==> src/rtl/tdm_mux16_if.sv <==
// Frame-load and channel-output bundle for the 16:1 time-division multiplexer.
// master drives frames and the advance enable; slave is the multiplexer itself.
interface tdm_mux16_if #(
  parameter int DATA_W = 1
);
  logic                  load_valid;
  logic                  load_ready;
  logic [16*DATA_W-1:0]  din;
  logic                  en;
  logic [DATA_W-1:0]     dout;
  logic [3:0]            sel;
  logic                  dout_valid;
  logic                  sof;
  logic                  eof;

  modport master (
    output load_valid, din, en,
    input  load_ready, dout, sel, dout_valid, sof, eof
  );

  modport slave (
    input  load_valid, din, en,
    output load_ready, dout, sel, dout_valid, sof, eof
  );
endinterface

==> src/rtl/tdm_mux16.sv <==
// 16:1 time-division multiplexer. A frame of 16 channels is accepted over a
// valid/ready handshake and played out one channel at a time, each held for
// HOLD_CYCLES enabled cycles, with the channel index on sel for a downstream
// 1:16 demux. A one-entry pending buffer lets frames run back to back.
// HOLD_CYCLES must be at least 1.
module tdm_mux16 #(
  parameter int DATA_W      = 1,
  parameter int HOLD_CYCLES = 1
) (
  input  logic         clk,
  input  logic         rst,
  tdm_mux16_if.slave   bus
);

  localparam int              HW        = (HOLD_CYCLES > 1) ? $clog2(HOLD_CYCLES) : 1;
  localparam logic [HW-1:0]   HOLD_LAST = HW'(HOLD_CYCLES - 1);

  typedef enum logic {
    IDLE = 1'b0,
    SEND = 1'b1
  } state_e;

  typedef logic [15:0][DATA_W-1:0] frame_t;

  state_e          state_q, state_d;
  frame_t          frame_q, frame_d;
  frame_t          pend_q, pend_d;
  logic            pend_full_q, pend_full_d;
  logic [3:0]      sel_q, sel_d;
  logic [HW-1:0]   hold_q, hold_d;

  logic            xfer;
  logic            last_hold;
  logic            end_of_frame;

  // Ready depends only on the pending slot, never on load_valid.
  assign bus.load_ready = !pend_full_q;
  assign xfer           = bus.load_valid && !pend_full_q;
  assign last_hold      = (hold_q == HOLD_LAST);
  assign end_of_frame   = (state_q == SEND) && (sel_q == 4'd15) && last_hold;

  // Output view is decoded straight from the registers, so reset clears it at once.
  assign bus.dout_valid = (state_q == SEND);
  assign bus.dout       = (state_q == SEND) ? frame_q[sel_q] : '0;
  assign bus.sel        = sel_q;
  assign bus.sof        = (state_q == SEND) && (sel_q == 4'd0) && (hold_q == '0);
  assign bus.eof        = end_of_frame;

  // Next-state: frame load, channel/hold stepping, pending buffer and end-of-frame reload.
  always_comb begin
    // NOTE: every _d starts as its _q so no path leaves a value unassigned (no latches).
    state_d     = state_q;
    frame_d     = frame_q;
    pend_d      = pend_q;
    pend_full_d = pend_full_q;
    sel_d       = sel_q;
    hold_d      = hold_q;

    case (state_q)
      IDLE: begin
        if (xfer) begin
          state_d = SEND;
          frame_d = bus.din;
          sel_d   = 4'd0;
          hold_d  = '0;
        end
      end

      SEND: begin
        if (bus.en && end_of_frame) begin
          // Wrap: pending frame first, then a same-cycle bypass load, else go idle.
          sel_d  = 4'd0;
          hold_d = '0;
          if (pend_full_q) begin
            frame_d     = pend_q;
            pend_full_d = 1'b0;
          end else if (xfer) begin
            frame_d = bus.din;
          end else begin
            state_d = IDLE;
          end
        end else begin
          if (bus.en) begin
            if (last_hold) begin
              hold_d = '0;
              sel_d  = sel_q + 4'd1;
            end else begin
              hold_d = hold_q + HW'(1);
            end
          end
          if (xfer) begin
            pend_d      = bus.din;
            pend_full_d = 1'b1;
          end
        end
      end

      default: state_d = IDLE;
    endcase
  end

  // State register with asynchronous reset that aborts any frame and drops the pending one.
  always_ff @(posedge clk or posedge rst) begin
    if (rst) begin
      state_q     <= IDLE;
      // NOTE: the frame and pending buffers are reset too; dout must read 0 and
      // nothing stale may be replayed after a reset, so they are not left undefined.
      frame_q     <= '0;
      pend_q      <= '0;
      pend_full_q <= 1'b0;
      sel_q       <= 4'd0;
      hold_q      <= '0;
    end else begin
      // NOTE: non-blocking assignments so every register samples pre-edge values.
      state_q     <= state_d;
      frame_q     <= frame_d;
      pend_q      <= pend_d;
      pend_full_q <= pend_full_d;
      sel_q       <= sel_d;
      hold_q      <= hold_d;
    end
  end

endmodule

==> src/flat_wrapper.sv <==
// flat-port wrapper written by rule: the top's interface ports become plain ports
module tdm_mux16_flat 
#(
  parameter int DATA_W      = 1,
  parameter int HOLD_CYCLES = 1
)
  (clk, rst, bus_load_valid, bus_din, bus_en, bus_load_ready, bus_dout, bus_sel, bus_dout_valid, bus_sof, bus_eof);
  tdm_mux16_if #(.DATA_W(DATA_W)) bus_i ();
  input  logic clk;
  input  logic rst;
  input wire logic [$bits(bus_i.load_valid)-1:0] bus_load_valid;
  input wire logic [$bits(bus_i.din)-1:0] bus_din;
  input wire logic [$bits(bus_i.en)-1:0] bus_en;
  output wire logic [$bits(bus_i.load_ready)-1:0] bus_load_ready;
  output wire logic [$bits(bus_i.dout)-1:0] bus_dout;
  output wire logic [$bits(bus_i.sel)-1:0] bus_sel;
  output wire logic [$bits(bus_i.dout_valid)-1:0] bus_dout_valid;
  output wire logic [$bits(bus_i.sof)-1:0] bus_sof;
  output wire logic [$bits(bus_i.eof)-1:0] bus_eof;
  assign bus_i.load_valid = bus_load_valid;
  assign bus_i.din = bus_din;
  assign bus_i.en = bus_en;
  assign bus_load_ready = bus_i.load_ready;
  assign bus_dout = bus_i.dout;
  assign bus_sel = bus_i.sel;
  assign bus_dout_valid = bus_i.dout_valid;
  assign bus_sof = bus_i.sof;
  assign bus_eof = bus_i.eof;
  tdm_mux16 #(.DATA_W(DATA_W), .HOLD_CYCLES(HOLD_CYCLES)) u_core (.clk(clk), .rst(rst), .bus(bus_i));
endmodule
==> config.mk <==
export PLATFORM = sky130hd
export DESIGN_NAME = tdm_mux16_flat
export DESIGN_NICKNAME = d
export VERILOG_FILES = /design/src/rtl/tdm_mux16_if.sv /design/src/rtl/tdm_mux16.sv /design/src/flat_wrapper.sv
export SDC_FILE = /design/constraint.sdc
export NUM_CORES = 1
export LEC_CHECK = 0
export BUFFER_PORTS_ARGS = -buffer_cell sky130_fd_sc_hd__buf_2
export CORE_UTILIZATION = 45
export CTS_CLUSTER_DIAMETER = 30
export DETAILED_ROUTE_END_ITERATION = 8
export GPL_TIMING_DRIVEN = 1
export PLACE_DENSITY = 0.76
export SLEW_MARGIN = 20
export SYNTH_ARGS = -nofsm -noshare
export SYNTH_HDL_FRONTEND = slang
export SYNTH_SLANG_ARGS = --single-unit
==> constraint.sdc <==
create_clock -name clk -period 2.9 [get_ports clk]
set_input_delay 0.145 -clock clk [delete_from_list [all_inputs] [get_ports clk]]
set_output_delay 0.145 -clock clk [all_outputs]
set_load 0.01 [all_outputs]
==> metrics.txt <==
post-synthesis simple-gate area fraction 11.36%; CP delay by family, top simple AND/OR/NAND/NOR gates; CP Class reg2reg; synth unique cells 34; dpl ws 1.007 ns; largest net degree at the start of global routing 39; Setup-failing EPs final 0; Hold-fix buffers, CTS 1; Yosys top cell by area dfrtp_1; async set or reset register ratio after synthesis 100.0%; diodes inserted 0; Row Count 23; clk root buf clkbuf_8; Core Area 0.004029 mm2; number of global-route vias before repair 1279; Net Sw Power 0.7049 mW; share of cells above drive strength 1 37.44%; Final Critical Period 1.895 ns; mux contribution to synthesized area 14.93%; Layout area overhead 13.21%; DRC 0; post-CTS setup repair buffer count 0; CTS tree built; die height 66.88 um; top-count cell post-synth dfrtp_1; adder-cell share of the synthesized area 1.321%; Max-slew headroom 62.35%; register bit total from synthesis 38; largest fanout on the critical path 18; complex-gate fraction of the synthesized area 17.37%; via count 1345; top-area cell type share of the netlist area 50.20%; Post-Synthesis Cells 166; synth top area cells dfrtp_1 (50%), mux2_2 (11%), o22ai_1 (5.3%); Seq pwr share 45.9%; initial antenna violation count 0; Inserted Clock Buffers 5; IO Count 29; Worst-Margin Slew 0.5648 ns; slowest CP cell nand2_2; Post-CTS Resized 0; crit path capture type flip-flop; hold_sp bus_din[1]; outcome finished clean; Fin. Hold Viols 0; hold slack 0.09912 ns; Hold/Removal Path Class in2reg; origin of the worst setup path u_core.bus.sel[0]; final core occ 53.23%; xor/xnor share of the synthesized area 0%; Reg2Reg Launch Point u_core.bus.sel[0]; commonest cells in the netlist dfrtp_1 (38), mux2_2 (18), nor2_1 (16), o22ai_1 (16), a21oi_2 (10); Port Buffers 28; GRT Overall Usage 18.13%; nets 216; switching share of power 34.22%; Antenna Violating Nets Remaining 0; final setup skew 0.008723 ns; CP max stage delay 0.41 ns; Max-Cap Viols 0; Tot Pwr 2.060 mW; Slew Limit Fails 0; Die W 66.88 um; crit-path cells buf_4 > ha_1 > nand4_4 > nand2_2 > o21ai_1 > a22o_1; Die ar. 0.004473 mm2; vias per inst 5.490; Worst Path Buf+Inv 1; Crit path required time 3.09 ns; H-tree levels 2; sequential element share of the synthesized area 50.20%; static leakage 0.9709 nW; setup TNS 0 ns; RSZ-0062 raised after global routing false; post-route setup slack 1.005 ns; clock share of power 18.0%; largest family of logic cells by synthesized area compound AO/OA/AOI/OAI gates; Post-Syn Area 0.001894 mm2; CTS max path bufs 2; Max rail drop VDD 0.0003954 V; clock latency on the worst-skew pair 0.29 ns; Max Fclk 527.7 MHz; Mean Syn Cell Area 11.41 um2; CTS Sinks 38; gpl congestion 0.8096; Setup crit start kind flip-flop; power density relative to cell area 960.4 mW/mm2; Starting Density 47.02%; clk slew on worst S/H paths 0.08 ns; Tcrit/Tclk final 65.34%; global route overflow 0; Worst Path Arrival 2.08 ns; number of fill cells in the layout 375; combinational group share of total power 36.1%; Post-Route WL 3544 um; wire per inst 14.47 um; first-pass GRT wire length 5961 um; P_int 1.355 mW; Syn. warnings 0; drt pass-1 iters 4; EDFF count, synth 0; Synth Flop Type dfrtp_1; syn nets 188; DP HPWL 2412 um; initial drt markers 103
sequential cells by signal (all words and copies together) (netlist names):
| register | flops |
|---|---|
| u_core.bus.dout_valid | 1 |
| u_core.frame_q | 16 |
| u_core.pend_q | 16 |
| u_core.bus.sel | 4 |
| u_core.pend_full_q | 1 |
metrics by stage:
step	cell area, um2	instances
6_report	2145	245
3_3_place_gp	2043	236
5_1_grt	2145	245
3_5_place_dp	2043	236
4_1_cts	2145	245
2_1_floorplan	1894	166
cells in the final DEF, fill, tap and decap left out, types with 2 or more instances in the layout:
cell / Yosys / routed
mux2_2: 18 / 18
buf_4: 2 / 3
ha_1: 2 / 2
a21oi_1: 7 / 7
o22ai_1: 16 / 16
nand3_1: 2 / 2
and3_1: 3 / 3
nand2_1: 8 / 8
inv_1: 4 / 4
a22oi_1: 2 / 2
o21ai_0: 3 / 3
nand4_4: 2 / 2
a21oi_2: 10 / 10
mux2i_1: 8 / 8
dfrtp_1: 38 / 38
clkbuf_8: 0 / 6
nor2_1: 16 / 16
o2111ai_1: 2 / 2
buf_2: 4 / 28
worst paths after layout:
kind	end	slack, ns	cells past startpoint
worst max-delay path	u_core.bus.sel[3]	1.01	6
worst min-delay path	u_core.pend_q[1]	0.1	2
worst max register to register	u_core.bus.sel[3]	1.01	6
worst min register to register	u_core.pend_q[4]	0.51	1
max in group asynchronous	u_core.frame_q[5]	2.05	4
min in group asynchronous	u_core.pend_q[10]	0.52	4
per-layer routing:
metal | global-route usage [%] | vias up | wire, um
li1 | - | 658 | -
met1 | 24.12 | 654 | 1717
met2 | 27.65 | 25 | 1622
met3 | 4.623 | 8 | 138
met4 | 7.979 | 0 | 65
met5 | 0 | - | 0
power by group through the flow:
stage          Sequential, mW  Clock (mW)  Combinational [mW]
3_3_place_gp            0.940           0               0.733
4_1_cts                 0.945       0.375               0.754
2_1_floorplan           0.902           0               0.617
6_report                0.946       0.370               0.744
5_1_grt                 0.974       0.400               0.829
3_5_place_dp            0.954           0               0.751
layout make-up:
| class | instances | area [um2] | share of cell area, % |
|---|---|---|---|
| sequential | 38 | 950.9 | 44.34 |
| multi-input combinational | 113 | 852.1 | 39.73 |
| timing repair buffer | 32 | 172.7 | 8.051 |
| clock buffer | 7 | 86.33 | 4.026 |
| tap | 50 | 62.56 | 2.917 |
| inverter | 4 | 15.01 | 0.7001 |
| clock inverter | 1 | 5.005 | 0.2334 |
cells by family after synthesis:
| family | after synthesis |
|---|---|
| AO/OA/AOI/OAI | 46 |
| adder cells (fa/ha/maj) | 2 |
| buffers and inverters | 15 |
| flip-flops | 38 |
| multiplexers | 26 |
| AND/OR/NAND/NOR | 39 |
Power figures use the tool's default switching activity.
